<file path="config.mk">
export PLATFORM = sky130hd
export DESIGN_NAME = alu_muldiv_control
export DESIGN_NICKNAME = d
export VERILOG_FILES = /design/src/rtl/alu_muldiv_control.sv
export SDC_FILE = /design/constraint.sdc
export NUM_CORES = 1
export LEC_CHECK = 0
export BUFFER_PORTS_ARGS = -buffer_cell sky130_fd_sc_hd__buf_2
export CAP_MARGIN = 5
export CORE_MARGIN = 2
export CORE_UTILIZATION = 25
export DETAILED_ROUTE_END_ITERATION = 8
export SYNTH_ARGS = -nofsm -noshare
export SYNTH_HDL_FRONTEND = slang
export SYNTH_SLANG_ARGS = --single-unit
</file>
<file path="constraint.sdc">
create_clock -name clk -period 16.75 [get_ports clk]
set_clock_uncertainty 0.2 [all_clocks]
set_input_delay 1.675 -clock clk [delete_from_list [all_inputs] [get_ports clk]]
set_output_delay 1.675 -clock clk [all_outputs]
set_load 0.02 [all_outputs]
</file>
<file path="src/rtl/alu_muldiv_control.sv">
// alu_muldiv_control
// Execute-stage ALU control decoder with an iterative multiply/divide engine.
// The {alu_op, funct} pair is decoded combinationally into a 4-bit ALU
// operation select. MULT/MULTU/DIV/DIVU are handed to a shift-add multiplier /
// restoring divider that produces one bit per cycle and owns the HI/LO
// registers. MFHI/MFLO read HI/LO, and the engine stalls the pipeline when an
// instruction needs it while it is still iterating.
//
// Ports
//   clk              system clock, rising edge
//   reset            asynchronous, active-low; clears all state
//   alu_op_i         ALU op class from the main control unit
//   alu_function_i   instruction funct field
//   valid_i          EX stage holds a real instruction this cycle
//   rs_data_i        multiplicand / dividend
//   rt_data_i        multiplier / divisor
//   alu_operation_o  ALU operation select (combinational)
//   hilo_data_o      HI for MFHI, LO for MFLO, else 0
//   hilo_sel_o       writeback takes hilo_data_o instead of the ALU result
//   stall_o          hold IF/ID/EX this cycle (combinational)
//   busy_o           engine iterating
//   div_by_zero_o    last accepted divide had a zero divisor (sticky)

module alu_muldiv_control #(
    parameter int DATA_WIDTH = 32,
    parameter int CNT_WIDTH  = $clog2(DATA_WIDTH) + 1
) (
    input  logic                  clk,
    input  logic                  reset,
    input  logic [2:0]            alu_op_i,
    input  logic [5:0]            alu_function_i,
    input  logic                  valid_i,
    input  logic [DATA_WIDTH-1:0] rs_data_i,
    input  logic [DATA_WIDTH-1:0] rt_data_i,
    output logic [3:0]            alu_operation_o,
    output logic [DATA_WIDTH-1:0] hilo_data_o,
    output logic                  hilo_sel_o,
    output logic                  stall_o,
    output logic                  busy_o,
    output logic                  div_by_zero_o
);

    localparam int W = DATA_WIDTH;
    localparam logic [CNT_WIDTH-1:0] LAST_ITER = CNT_WIDTH'(DATA_WIDTH - 1);
    localparam logic [CNT_WIDTH-1:0] CNT_ONE   = CNT_WIDTH'(1);

    localparam logic [5:0] FN_MULT  = 6'b011000;
    localparam logic [5:0] FN_MULTU = 6'b011001;
    localparam logic [5:0] FN_DIV   = 6'b011010;
    localparam logic [5:0] FN_DIVU  = 6'b011011;
    localparam logic [5:0] FN_MFHI  = 6'b010000;
    localparam logic [5:0] FN_MFLO  = 6'b010010;

    typedef enum logic [1:0] {
        S_IDLE = 2'd0,
        S_MUL  = 2'd1,
        S_DIV  = 2'd2
    } state_e;

    state_e               state_q, state_d;
    logic [CNT_WIDTH-1:0] cnt_q, cnt_d;
    logic [W-1:0]         hi_q, hi_d;
    logic [W-1:0]         lo_q, lo_d;
    // Shared work register: {accumulator, multiplier} for MUL,
    // {partial remainder, dividend/quotient} for DIV.
    logic [2*W-1:0]       work_q, work_d;
    // Multiplicand magnitude for MUL, divisor magnitude for DIV.
    logic [W-1:0]         opnd_q, opnd_d;
    logic                 res_neg_q, res_neg_d;
    logic                 rem_neg_q, rem_neg_d;
    logic                 unsigned_q, unsigned_d;
    logic                 dz_pend_q, dz_pend_d;
    logic                 dz_q, dz_d;

    // Instruction classification
    logic is_rtype, is_mult, is_multu, is_div, is_divu, is_mfhi, is_mflo;
    logic is_mul_any, is_div_any, is_muldiv, is_move, signed_op, accept;

    assign is_rtype   = (alu_op_i == 3'b111);
    assign is_mult    = is_rtype & (alu_function_i == FN_MULT);
    assign is_multu   = is_rtype & (alu_function_i == FN_MULTU);
    assign is_div     = is_rtype & (alu_function_i == FN_DIV);
    assign is_divu    = is_rtype & (alu_function_i == FN_DIVU);
    assign is_mfhi    = is_rtype & (alu_function_i == FN_MFHI);
    assign is_mflo    = is_rtype & (alu_function_i == FN_MFLO);
    assign is_mul_any = is_mult | is_multu;
    assign is_div_any = is_div | is_divu;
    assign is_muldiv  = is_mul_any | is_div_any;
    assign is_move    = is_mfhi | is_mflo;
    assign signed_op  = is_mult | is_div;
    assign accept     = valid_i & is_muldiv & (state_q == S_IDLE);

    // Operand magnitudes; unary minus gives the two's-complement absolute
    // value, and the most-negative value maps onto itself as an unsigned
    // magnitude, which is exactly what the iteration needs.
    logic rs_neg, rt_neg;
    logic [W-1:0] rs_mag, rt_mag;

    assign rs_neg = signed_op & rs_data_i[W-1];
    assign rt_neg = signed_op & rt_data_i[W-1];
    assign rs_mag = rs_neg ? -rs_data_i : rs_data_i;
    assign rt_mag = rt_neg ? -rt_data_i : rt_data_i;

    // Shift-add step: add the multiplicand into the upper half when the
    // current multiplier bit (LSB) is set, then shift the whole pair right.
    logic [W-1:0]   mul_addend;
    logic [W:0]     mul_sum;
    logic [2*W-1:0] mul_next;

    assign mul_addend = work_q[0] ? opnd_q : {W{1'b0}};
    assign mul_sum    = {1'b0, work_q[2*W-1:W]} + {1'b0, mul_addend};
    assign mul_next   = {mul_sum, work_q[W-1:1]};

    // Restoring step: shift the next dividend bit into the remainder and
    // subtract the divisor only if it fits; the outcome is the quotient bit
    // shifted into the low end. The partial remainder is always below the
    // divisor, so the shifted value fits in W+1 bits and a fitting
    // difference fits in W bits.
    logic [W:0]     div_shift;
    logic           div_ge;
    logic [W-1:0]   div_diff;
    logic [W-1:0]   div_rem_next;
    logic [2*W-1:0] div_next;

    assign div_shift    = {work_q[2*W-1:W], work_q[W-1]};
    assign div_ge       = (div_shift >= {1'b0, opnd_q});
    assign div_diff     = div_shift[W-1:0] - opnd_q;
    assign div_rem_next = div_ge ? div_diff : div_shift[W-1:0];
    assign div_next     = {div_rem_next, work_q[W-2:0], div_ge};

    // Sign fix-up applied on the final cycle. A zero divisor leaves the
    // dividend magnitude as remainder (so HI comes back as rs once the
    // dividend sign is restored) and forces the quotient to all ones.
    logic [2*W-1:0] prod_fin;
    logic [W-1:0]   quo_raw, rem_raw, quo_fin, rem_fin;
    logic           neg_res, neg_rem;

    assign neg_res  = res_neg_q & ~unsigned_q;
    assign neg_rem  = rem_neg_q & ~unsigned_q;
    assign prod_fin = neg_res ? -mul_next : mul_next;
    assign quo_raw  = div_next[W-1:0];
    assign rem_raw  = div_next[2*W-1:W];
    assign quo_fin  = dz_pend_q ? {W{1'b1}} : (neg_res ? -quo_raw : quo_raw);
    assign rem_fin  = neg_rem ? -rem_raw : rem_raw;

    // Legacy ALU decode; every muldiv/move funct falls into the idle code.
    always_comb begin
        alu_operation_o = 4'b1001;
        case (alu_op_i)
            3'b111: begin
                case (alu_function_i)
                    6'b100000: alu_operation_o = 4'b0011;
                    6'b100010: alu_operation_o = 4'b0101;
                    6'b100101: alu_operation_o = 4'b0001;
                    6'b000000: alu_operation_o = 4'b0010;
                    6'b000010: alu_operation_o = 4'b0100;
                    default:   alu_operation_o = 4'b1001;
                endcase
            end
            3'b100:  alu_operation_o = 4'b0011;
            3'b000:  alu_operation_o = 4'b0000;
            3'b001:  alu_operation_o = 4'b0001;
            default: alu_operation_o = 4'b1001;
        endcase
    end

    // Engine next-state: accept in IDLE, iterate, write HI/LO on the last
    // iteration while returning to IDLE.
    always_comb begin
        state_d    = state_q;
        cnt_d      = cnt_q;
        hi_d       = hi_q;
        lo_d       = lo_q;
        work_d     = work_q;
        opnd_d     = opnd_q;
        res_neg_d  = res_neg_q;
        rem_neg_d  = rem_neg_q;
        unsigned_d = unsigned_q;
        dz_pend_d  = dz_pend_q;
        dz_d       = dz_q;

        case (state_q)
            S_IDLE: begin
                if (accept) begin
                    cnt_d      = '0;
                    unsigned_d = is_multu | is_divu;
                    res_neg_d  = rs_data_i[W-1] ^ rt_data_i[W-1];
                    rem_neg_d  = rs_data_i[W-1];
                    dz_d       = 1'b0;
                    dz_pend_d  = is_div_any & (rt_data_i == {W{1'b0}});
                    if (is_mul_any) begin
                        state_d = S_MUL;
                        opnd_d  = rs_mag;
                        work_d  = {{W{1'b0}}, rt_mag};
                    end else begin
                        state_d = S_DIV;
                        opnd_d  = rt_mag;
                        work_d  = {{W{1'b0}}, rs_mag};
                    end
                end
            end
            S_MUL: begin
                work_d = mul_next;
                cnt_d  = cnt_q + CNT_ONE;
                if (cnt_q == LAST_ITER) begin
                    state_d = S_IDLE;
                    hi_d    = prod_fin[2*W-1:W];
                    lo_d    = prod_fin[W-1:0];
                end
            end
            S_DIV: begin
                work_d = div_next;
                cnt_d  = cnt_q + CNT_ONE;
                if (cnt_q == LAST_ITER) begin
                    state_d = S_IDLE;
                    hi_d    = rem_fin;
                    lo_d    = quo_fin;
                    dz_d    = dz_pend_q;
                end
            end
            default: state_d = S_IDLE;
        endcase
    end

    always_ff @(posedge clk or negedge reset) begin
        if (!reset) begin
            state_q    <= S_IDLE;
            cnt_q      <= '0;
            hi_q       <= '0;
            lo_q       <= '0;
            work_q     <= '0;
            opnd_q     <= '0;
            res_neg_q  <= 1'b0;
            rem_neg_q  <= 1'b0;
            unsigned_q <= 1'b0;
            dz_pend_q  <= 1'b0;
            dz_q       <= 1'b0;
        end else begin
            state_q    <= state_d;
            cnt_q      <= cnt_d;
            hi_q       <= hi_d;
            lo_q       <= lo_d;
            work_q     <= work_d;
            opnd_q     <= opnd_d;
            res_neg_q  <= res_neg_d;
            rem_neg_q  <= rem_neg_d;
            unsigned_q <= unsigned_d;
            dz_pend_q  <= dz_pend_d;
            dz_q       <= dz_d;
        end
    end

    // Pipeline-facing outputs
    always_comb begin
        hilo_data_o = '0;
        if (valid_i & is_mfhi) begin
            hilo_data_o = hi_q;
        end else if (valid_i & is_mflo) begin
            hilo_data_o = lo_q;
        end
    end

    assign busy_o        = (state_q != S_IDLE);
    assign stall_o       = valid_i & (is_move | is_muldiv) & busy_o;
    assign hilo_sel_o    = valid_i & is_move & ~busy_o;
    assign div_by_zero_o = dz_q;

endmodule

</file>
==> impl_metrics.toml, run 1 <==
[power_and_ir_drop]
power_leakage_nw = 8.580
peakVddDrop_mv = 0.08035
post-layout-total-power_mw = 1.898
powerDensity_mw_per_mm2 = 95.31

[final_layout]
final_layout_size_suffix_gt1_share_pct = 9.532
instances_no_fill = 3406
synthToLayoutAreaGrowth_pct = 10.55
fin_util_pct = 27.90
final_area_sq_mm = 0.01991
finalNetCount = 2594

[timing]
slew_violations = 0
final.hold.worst_slack_ps = 280.3
layout_min_cycle_time_ps = 6349
unrepaired_setup_endpoints_after_global_routing = "false"
final_hold_viol_count = 0
final_min_period_over_clock_period_pct = 37.90
max_freq_mhz = 157.5
tightest_slew_ps = 1125
relSlewSlack_pct = 24.99
setup_violations = 0
tns_ps = 0
final.setup.worst_slack_ps = 10400

[worst_setup_path]
critPathKind = "reg2reg"
critical_path.startpoint_type = "flip-flop"
crit_path_max_incr_delay_ps = 550
setup.worst_path.end_class = "flip-flop"
critical_path.max_fanout = 33
slowest_stage = "ha_1"
critical_path_required_ps = 16850
worstPathArrival_ps = 6450
cp_common_cell = "ha_1"
cp_cell_sequence = "ha_1 -> o211a_1 -> a21bo_2 -> a21o_1 -> a311o_1 -> nand2_2 -> buf_4 -> inv_2 -> mux2i_1 -> ha_1 -> nand2_1 -> a211o_1 -> a2111o_1 -> o41a_1 -> o21ai_0 -> nand3_1 -> xor2_1 -> a21oi_1 -> o21ai_1"

[yosys]
post_synth_inst_count = 2456
yosysTopAreaCellShare_pct = 24.03
synth.cell_area_sq_mm = 0.01801
ys_seq_area_share_pct = 24.03
ys.warnings.count = 0
per_instance_average_area_after_synthesis_sq_um = 7.334
synth_top_area_cell = "dfrtp_1"
yosys.cell_count.top_type = "nand2_1"
async_flop_share_pct = 100.0
synth.ff_latch_count = 173
synth.area.top_cells = "dfrtp_1 (24%), nand2_1 (6.5%), o21ai_0 (6.1%)"
syn_nets = 2608
number_of_synthesized_flops_with_an_enable_pin = 0
synth-main-ff-cell = "dfrtp_1"
ys_types = 92
netlist_top_cells_count = "nand2_1 (313), nor2_1 (266), o21ai_0 (219), a21oi_1 (201), dfrtp_1 (173)"

[place]
place.port_buffers = 115
globalplace.congestion = 0.9557
detailed_place.area_sq_mm = 0.01933
dp_worst_setup_slack_ps = 10570
total_instance_count_after_detailed_placement = 3373
dpl.hpwl_um = 53960

[routing]
drtIter0Drc = 1742
detail_route.first_pass.iterations = 6
num_vias = 18411
postRouteWirelength_um = 68500
vias_per_cell = 5.405
drc_errors = 0
routed_len_inst_um = 20.11
drt.antenna.violating_nets = 0

[clocking]
clock_slew_at_reported_path_ffs_ps = 70
cts_max_level = 4
clock_sinks = 173
cts_tree = "built"
post_cts_resize_count = 0
clk_root_buffer_cell = "clkbuf_16"
clockBufferDepth = 2
clock_insertion_delay_worst_skew_ps = 470
postCtsSetupRepairBufs = 0
post_cts_hold_buffer_count = 0
cts_buffers = 17

[run]
cap_viol_max_count = 0

[floorplanning]
std_cell_rows = 98
top_level_ports = 116
floorplan.initialDensity_pct = 25.24
die_y_um = 272.4
core_area_sq_mm = 0.07136
die-width_um = 272.4
die_area_sq_mm = 0.07421

[global_routing]
grt_start_max_net_pins = 119
grt_first_pass_wirelength_um = 104300
grt_antenna_before_repair = 3
globalRouteTotalUtil_pct = 18.08
grt_pass1_vias = 17325
grt-ovfl-total = 0

[outcome]
outcome = "completed"

[min_path]
hold_class = "reg2reg"
[routing by layer]
layer / up-vias / track usage [%] / share of wire (%)
li1: 8860 / - / -
met1: 8801 / 25.01 / 46
met2: 630 / 28.21 / 44
met3: 116 / 2.759 / 6.4
met4: 4 / 6.912 / 3.6
met5: - / 0 / 0.034
[logic make-up (layout without fill, tap and decap cells)]
family                     after synthesis  after routing  synth area share [%]
AOI/OAI and AO/OA                      805            805                 28.26
and+or+nand+nor                        866            866                 22.28
xor gates and xnor gates               208            208                 10.11
buffers and inverters                  248            247                 5.383
adders and majority gates               76             76                 5.363
DFF                                    173            173                 24.03
muxes                                   80             80                 4.557
other                                    0              1                     0
[state kept, by name (all words and copies together) (netlist names)]
name,flops
state_q,2
opnd_q,32
hi_q,32
unsigned_q,1
dz_pend_q,1
rem_neg_q,1
cnt_q,6
div_by_zero_o,1
work_q,64
lo_q,32
res_neg_q,1
[power by group]
part	internal, mW	leakage [nW]	switching [mW]
registers	0.526	2.28	0.150
clock network	0.203	0.282	0.208
logic	0.289	6.02	0.522
[cells in the final DEF, fill, tap and decap left out, types with 18 or more instances in the layout]
master and n:
a211oi_1 18, a21o_1 30, a21oi_1 201, a221o_1 22, a22oi_1 26, a31oi_1 33
and3_1 19, buf_2 114, buf_4 25, dfrtp_1 173, ha_1 72, inv_1 72
mux2i_1 64, nand2_1 313, nand3_1 42, nor2_1 266, nor3_1 67, o211ai_1 23
o21ai_0 219, o21ai_1 22, o22ai_1 35, o31ai_1 38, or3_1 28, or4_1 18
xnor2_1 104, xor2_1 104
[critical path: cells and delay by family, from the launching register on]
family                     cells  cell delay, ps
AOI/OAI and AO/OA             10            3080
adders and majority gates      2             870
and+or+nand+nor                3             570
DFF                            1             540
buffers and inverters          2             480
muxes                          1             260
xor gates and xnor gates       1             180
[worst paths after layout]
path	from	to	slack, ps	cells past startpoint
max	work_q[33]$_DFFE_PN0P_	hi_q[18]$_DFFE_PN0P_	10400	19
min	lo_q[20]$_DFFE_PN0P_	lo_q[20]$_DFFE_PN0P_	280	2
max reg2reg	work_q[33]$_DFFE_PN0P_	hi_q[18]$_DFFE_PN0P_	10400	19
min reg2reg	lo_q[20]$_DFFE_PN0P_	lo_q[20]$_DFFE_PN0P_	280	2
max in group asynchronous	reset	hi_q[8]$_DFFE_PN0P_	14000	2
min in group asynchronous	reset	opnd_q[28]$_DFFE_PN0P_	970	1
[final cells by class]
type	count	area [sq um]
Clock inverter	14	142.6
Clock buffer	18	439.2
Fill cell	7927	51450
Sequential cell	173	4329
Timing Repair Buffer	140	769.5
Multi-Input combinational cell	2035	12760
Inverter	75	281.5
Antenna cell	1	2.502
Tap cell	950	1189
(Power assumes the default switching activity.)
==> run 2, diff against run 1 <==
--- a/config.mk
+++ b/config.mk
@@ -5,6 +5,7 @@
 export SDC_FILE = /design/constraint.sdc
 export NUM_CORES = 1
 export LEC_CHECK = 0
+export ABC_AREA = 1
 export BUFFER_PORTS_ARGS = -buffer_cell sky130_fd_sc_hd__buf_2
 export CAP_MARGIN = 5
 export CORE_MARGIN = 2
==> constraint.sdc (replaced) <==
create_clock -name clk -period 6.4 [get_ports clk]
set_clock_uncertainty 0.2 [all_clocks]
set_input_delay 0.64 -clock clk [delete_from_list [all_inputs] [get_ports clk]]
set_output_delay 0.64 -clock clk [all_outputs]
set_load 0.02 [all_outputs]
==> run 2 against run 1 <==
Compared with the run above: combinational power grew to 5.1 times the previous value; core utilization grew 0.066 points; final area grew 8.5%; routed wire length grew 23%; via count grew 19%; synthesized cell count grew 34%; synthesized area grew 8.0%.
==> impl_metrics.toml, run 2 <==
[timing]
max_freq_mhz = 214.6
relSlewSlack_pct = 20.98
unrepaired_setup_endpoints_after_global_routing = "false"
slew_violations = 0
final.setup.worst_slack_ps = 1739
final_min_period_over_clock_period_pct = 72.82
final_hold_viol_count = 0
tightest_slew_ps = 1185
layout_min_cycle_time_ps = 4661
setup_violations = 0
tns_ps = 0

[yosys]
ys_seq_area_share_pct = 22.25
netlist_top_cells_count = "nand2_1 (893), inv_1 (480), nor2_1 (424), nand3_1 (225), o21ai_0 (215)"
per_instance_average_area_after_synthesis_sq_um = 5.893
number_of_synthesized_flops_with_an_enable_pin = 0
synth.cell_area_sq_mm = 0.01946
synth-main-ff-cell = "dfrtp_1"
synth.area.top_cells = "dfrtp_1 (22%), nand2_1 (17%), inv_1 (9.3%)"
synth_top_family_by_area = "simple AND/OR/NAND/NOR gates"
synth_compound_area_share_pct = 17.70
syn_nets = 3454
synth_top_area_cell = "dfrtp_1"
synth.ff_latch_count = 173
ys.warnings.count = 0
post_synth_mux_area_share_pct = 0
synthSimpleGateAreaFrac_pct = 38.00
arithmetic_cell_share_of_the_synthesized_area_counting_full_adders_half_adders_and_majority_gates_pct = 4.964
async_flop_share_pct = 100.0
yosys.cell_count.top_type = "nand2_1"
post_synth_inst_count = 3302
yosysTopAreaCellShare_pct = 22.25
synth_xor_xnor_area_share_pct = 4.816
ys_types = 59

[final_layout]
fillCellCount = 8808
most_common_cell_after_layout_fill_and_taps_aside = "nand2_1"
ant_diodes = 0
final_layout_size_suffix_gt1_share_pct = 7.848
finalNetCount = 3490
mostFrequentLayoutCells = "nand2_1 (892), inv_1 (479), nor2_1 (422), nand3_1 (225), o21ai_0 (215)"
instances_no_fill = 4391
largest_register = "work_q"
synthToLayoutAreaGrowth_pct = 10.99
largest_register_ff_count = 64

[clocking]
clockBufferDepth = 2
post_cts_resize_count = 0
clock_slew_at_reported_path_ffs_ps = 90
postCtsSetupRepairBufs = 0
clock_sinks = 173
post_cts_hold_buffer_count = 0
cts_max_level = 4
clock_insertion_delay_worst_skew_ps = 480
clk_root_buffer_cell = "clkbuf_16"
cts_buffers = 17
cts_tree = "built"

[routing]
route.layer.met1.wl_um = 40270
drc_errors = 0
routed_len_inst_um = 19.15
vias_per_cell = 5.000
highest_layer = "met5"
routed-wl-met2_um = 35150
drt.antenna.violating_nets = 0
num_vias = 21953
postRouteWirelength_um = 84090
drtIter0Drc = 2249
met3_length_um = 5669
detail_route.first_pass.iterations = 5

[floorplanning]
top_level_ports = 116
floorplan.initialDensity_pct = 25.20
die_area_sq_mm = 0.08008
core_area_sq_mm = 0.07721
std_cell_rows = 102
die-width_um = 283.0
die_y_um = 283.0

[power_and_ir_drop]
peakVddDrop_mv = 0.2095
power_leakage_nw = 10.89
powerDensity_mw_per_mm2 = 331.0

[worst_setup_path]
critPathKind = "reg2reg"
critical_path.max_fanout = 24
setup.reg_to_reg.worst_slack_ps = 1740
worstPathArrival_ps = 4830
critical_path.startpoint_type = "flip-flop"
setup.worst_path.end_class = "flip-flop"
critical_path_required_ps = 6570

[place]
total_instance_count_after_detailed_placement = 4359
globalplace.congestion = 0.9632
place.port_buffers = 115
dpl.hpwl_um = 68970
dp_worst_setup_slack_ps = 1791

[run]
cap_viol_max_count = 0

[global_routing]
grt_antenna_before_repair = 5
globalRouteTotalUtil_pct = 20.41
grt-ovfl-total = 0
grt_first_pass_wirelength_um = 126100
grt_start_max_net_pins = 88
grt_pass1_vias = 20067

[outcome]
outcome = "completed"

[min_path]
hold_class = "in2async"
-- run 2: kinds of logic (layout without fill, tap and decap cells) --
logic type	Yosys count	after routing
adders and majority gates	76	76
and+or+nand+nor	1739	1739
buffers and inverters	619	668
DFF	173	173
xor gates and xnor gates	107	107
AOI/OAI and AO/OA	588	588
-- run 2: routing by layer --
| layer | global-route usage [%] | up-vias |
|---|---|---|
| li1 | - | 10780 |
| met4 | 7.660 | 10 |
| met5 | 0 | - |
| met3 | 2.021 | 92 |
| met1 | 30.31 | 10231 |
| met2 | 30.17 | 840 |
-- run 2: where the power goes --
group	leakage (nW)	internal (mW)	total [mW]	switching, mW
sequential	2.09	1.46	1.92	0.464
clock	0.286	0.566	1.11	0.547
combinational	8.52	1.25	4.11	2.86
total	10.9	3.28	7.15	3.87
-- run 2: worst paths after layout --
check / start / cells past startpoint / endpoint
max: work_q[0]$_DFFE_PN0P_ / 25 / hi_q[22]$_DFFE_PN0P_
min: reset / 1 / lo_q[18]$_DFFE_PN0P_
max reg2reg: work_q[0]$_DFFE_PN0P_ / 25 / hi_q[22]$_DFFE_PN0P_
min reg2reg: lo_q[27]$_DFFE_PN0P_ / 2 / lo_q[27]$_DFFE_PN0P_
max in group asynchronous: reset / 2 / hi_q[31]$_DFFE_PN0P_
min in group clk: rs_data_i[31] / 3 / rem_neg_q$_DFFE_PN0P_
-- run 2: worst max-delay path, cell delays in order (launching register included) --
cell and delay, ps:
dfrtp_1 720, buf_4 340, nand2_1 70, inv_1 40, ha_1 230, fa_1 400, nand2_1 90, nand2_1 50
o21ai_0 130, inv_1 160, nand2_1 100, nand2_1 110, nand2_1 90, nand2_1 70, inv_1 110, nand2_1 90
nor3_1 310, nand3_1 220, o21ai_0 310, inv_1 130, nor2_1 200, nand2_1 80, nand3_1 110, nand2_1 50
inv_1 80, a21oi_2 50
-- run 2: final cells by class --
type	count	area, sq um	area share [%]
sequential	173	4329	20.05
inverter	500	1878	8.696
multi-input combinational	2510	12760	59.09
clock buffer	20	446.7	2.068
tap	1040	1301	6.026
clock inverter	12	140.1	0.6489
timing repair buffer	136	739.5	3.424
-- run 2: metrics by stage --
| stage | total power [mW] | utilization [%] | cell area, sq um | hold slack, ps |
|---|---|---|---|---|
| detailed placement | 5.932 | 27.21 | 21010 | 273.8 |
| global placement | 5.927 | 27.21 | 21010 | 267.1 |
| global route | 7.695 | 27.97 | 21600 | 79.08 |
| floorplan | 4.586 | - | 19460 | 144.4 |
| CTS | 7.053 | 27.97 | 21600 | 53.01 |
| finish | 7.147 | 27.97 | 21600 | 9.943 |
==> run 3, diff against run 2 <==
==> constraint.sdc (replaced) <==
create_clock -name clk -period 4.6 [get_ports clk]
set_clock_uncertainty 0.2 [all_clocks]
set_input_delay 0.46 -clock clk [delete_from_list [all_inputs] [get_ports clk]]
set_output_delay 0.46 -clock clk [all_outputs]
set_load 0.02 [all_outputs]
==> run 3 against run 2 <==
Compared with the run above: core utilization grew 0.29 points; largest cell class unchanged; die area is the same; sequential cell count is the same; critical endpoint is now hi_q[18]$_DFFE_PN0P_; critical path depth shrank 8.
==> impl_metrics.toml, run 3 (synthesis gave the netlist of run 2 again) <==
[outcome]
outcome = "completed"

[floorplanning]
die_area_sq_mm = 0.08008
top_level_ports = 116
die-width_um = 283.0
floorplan.initialDensity_pct = 25.20
die_y_um = 283.0
std_cell_rows = 102
core_area_sq_mm = 0.07721

[place]
globalplace.congestion = 0.9803
place.port_buffers = 115
dp_worst_setup_slack_ps = 300.8
dpl.hpwl_um = 70330

[final_layout]
mostFrequentLayoutCells = "nand2_1 (892), inv_1 (479), nor2_1 (422), nand3_1 (225), o21ai_0 (215)"
largest_register_ff_count = 64
synthToLayoutAreaGrowth_pct = 12.13
ant_diodes = 0
fin_util_pct = 28.26
finalNetCount = 3514
most_common_cell_after_layout_fill_and_taps_aside = "nand2_1"
fillCellCount = 8799
largest_register = "work_q"
final_layout_size_suffix_gt1_share_pct = 8.563

[clocking]
postCtsSetupRepairBufs = 0
clockBufferDepth = 2
clock_insertion_delay_worst_skew_ps = 480
cts_buffers = 17
clock_slew_at_reported_path_ffs_ps = 90
cts_tree = "built"
cts_max_level = 4
clock_sinks = 173
clk_root_buffer_cell = "clkbuf_16"

[routing]
detail_route.first_pass.iterations = 7
drc_errors = 0
postRouteWirelength_um = 84870
drt.antenna.violating_nets = 0
drtIter0Drc = 2405
routed_len_inst_um = 19.22
vias_per_cell = 4.974
num_vias = 21961

[timing]
setup_violations = 0
relSlewSlack_pct = 31.75
tns_ps = 0
unrepaired_setup_endpoints_after_global_routing = "false"
final_hold_viol_count = 0
tightest_slew_ps = 1024
final.setup.worst_slack_ps = 320.4
final.hold.worst_slack_ps = 83.64
max_freq_mhz = 233.7
slew_violations = 0
final_min_period_over_clock_period_pct = 93.03
layout_min_cycle_time_ps = 4280

[worst_setup_path]
critical_path.max_fanout = 20
critPathKind = "reg2reg"
critical_path.startpoint_type = "flip-flop"
critical_path_required_ps = 4810
worstPathArrival_ps = 4490
worstReg2RegStart = "work_q[0]$_DFFE_PN0P_"
r2r.worst_path.cells = 17
setup.reg_to_reg.worst_slack_ps = 320
crit-reg2reg-capture = "hi_q[18]$_DFFE_PN0P_"
setup.worst_path.end_class = "flip-flop"

[min_path]
hold_path_depth = 3
holdCritStartpoint = "rs_data_i[31]"
holdPathEnd = "rem_neg_q$_DFFE_PN0P_"
hold_class = "in2reg"

[power_and_ir_drop]
peakVddDrop_mv = 0.2793
power_leakage_nw = 11.03
powerDensity_mw_per_mm2 = 458.2

[global_routing]
globalRouteTotalUtil_pct = 20.65
grt_pass1_vias = 20112
grt-ovfl-total = 0
grt_first_pass_wirelength_um = 126900
grt_start_max_net_pins = 106
grt_antenna_before_repair = 8

[run]
cap_viol_max_count = 0
[run 3: changes by cell type in the layout (fill, tap and decap cells not counted), sizes merged]
cell	delta
dlygate4sd3	+1
clkbuf	-1
buf	+23
bufinv	-1
clkinv	+2
[run 3: cell type report]
| type | count | area [sq um] | share of cell area (%) |
|---|---|---|---|
| clock buffer | 19 | 452.9 | 2.076 |
| clock inverter | 13 | 135.1 | 0.6193 |
| inverter | 500 | 1878 | 8.608 |
| multi-input combinational | 2510 | 12760 | 58.49 |
| sequential | 173 | 4330 | 19.85 |
| tap | 1040 | 1301 | 5.964 |
| timing repair buffer | 160 | 959.7 | 4.398 |
[run 3: worst max-delay path, stage by stage (launching register included)]
cell and delay, ps:
dfrtp_2 540, nand2_1 120, inv_1 60, ha_1 350, a21oi_1 210, a21boi_0 440, nand2_1 290, xnor2_1 470
nand2_1 180, nor2_1 230, nand3_1 200, nor2_1 250, a31oi_1 140, nand2_1 80, nand2_1 40, o21ai_0 240
o21ai_0 110, inv_1 60
[run 3: layer usage]
metal	wire length, um	share of wire (%)	global-route usage [%]
met5	103	0.12	0
met4	3848	4.5	9.508
met3	5952	7.0	2.794
met2	35030	41	29.91
met1	39940	47	30.05
[run 3: worst max-delay path by stage]
stage	from	cells past startpoint	to	slack (ps)
final	work_q[0]$_DFFE_PN0P_	17	hi_q[18]$_DFFE_PN0P_	320
after global routing	work_q[0]$_DFFE_PN0P_	18	hi_q[30]$_DFFE_PN0P_	40
after floorplan	work_q[0]$_DFFE_PN0P_	26	hi_q[30]$_DFFE_PN0P_	1070
after CTS	work_q[0]$_DFFE_PN0P_	16	hi_q[18]$_DFFE_PN0P_	280
after detailed placement	work_q[0]$_DFFE_PN0P_	16	hi_q[18]$_DFFE_PN0P_	300
after global placement	work_q[0]$_DFFE_PN0P_	21	hi_q[31]$_DFFE_PN0P_	250
[run 3: report_power, final]
part | leakage, nW | switching [mW] | internal (mW)
sequential | 2.08 | 0.650 | 2.03
combinational | 8.65 | 4.02 | 1.80
clock | 0.289 | 0.743 | 0.753
[run 3: timing repair]
| action | 4_1_cts | 5_1_grt |
|---|---|---|
| endpoints found under the setup margin | 0 | 8 |
| endpoints found under the hold margin | 44 | 0 |
| hold buffers | 1 | 0 |
| gates resized for setup | 0 | 1 |
[run 3: metrics by stage]
step                      instances  instance area [sq um]  power, mW
after floorplan                3302                  19460      6.381
final                          4415                  21820      9.998
after global routing           4415                  21820      10.77
after CTS                      4415                  21820      9.860
after detailed placement       4382                  21220      8.349
after global placement         4382                  21220      8.358
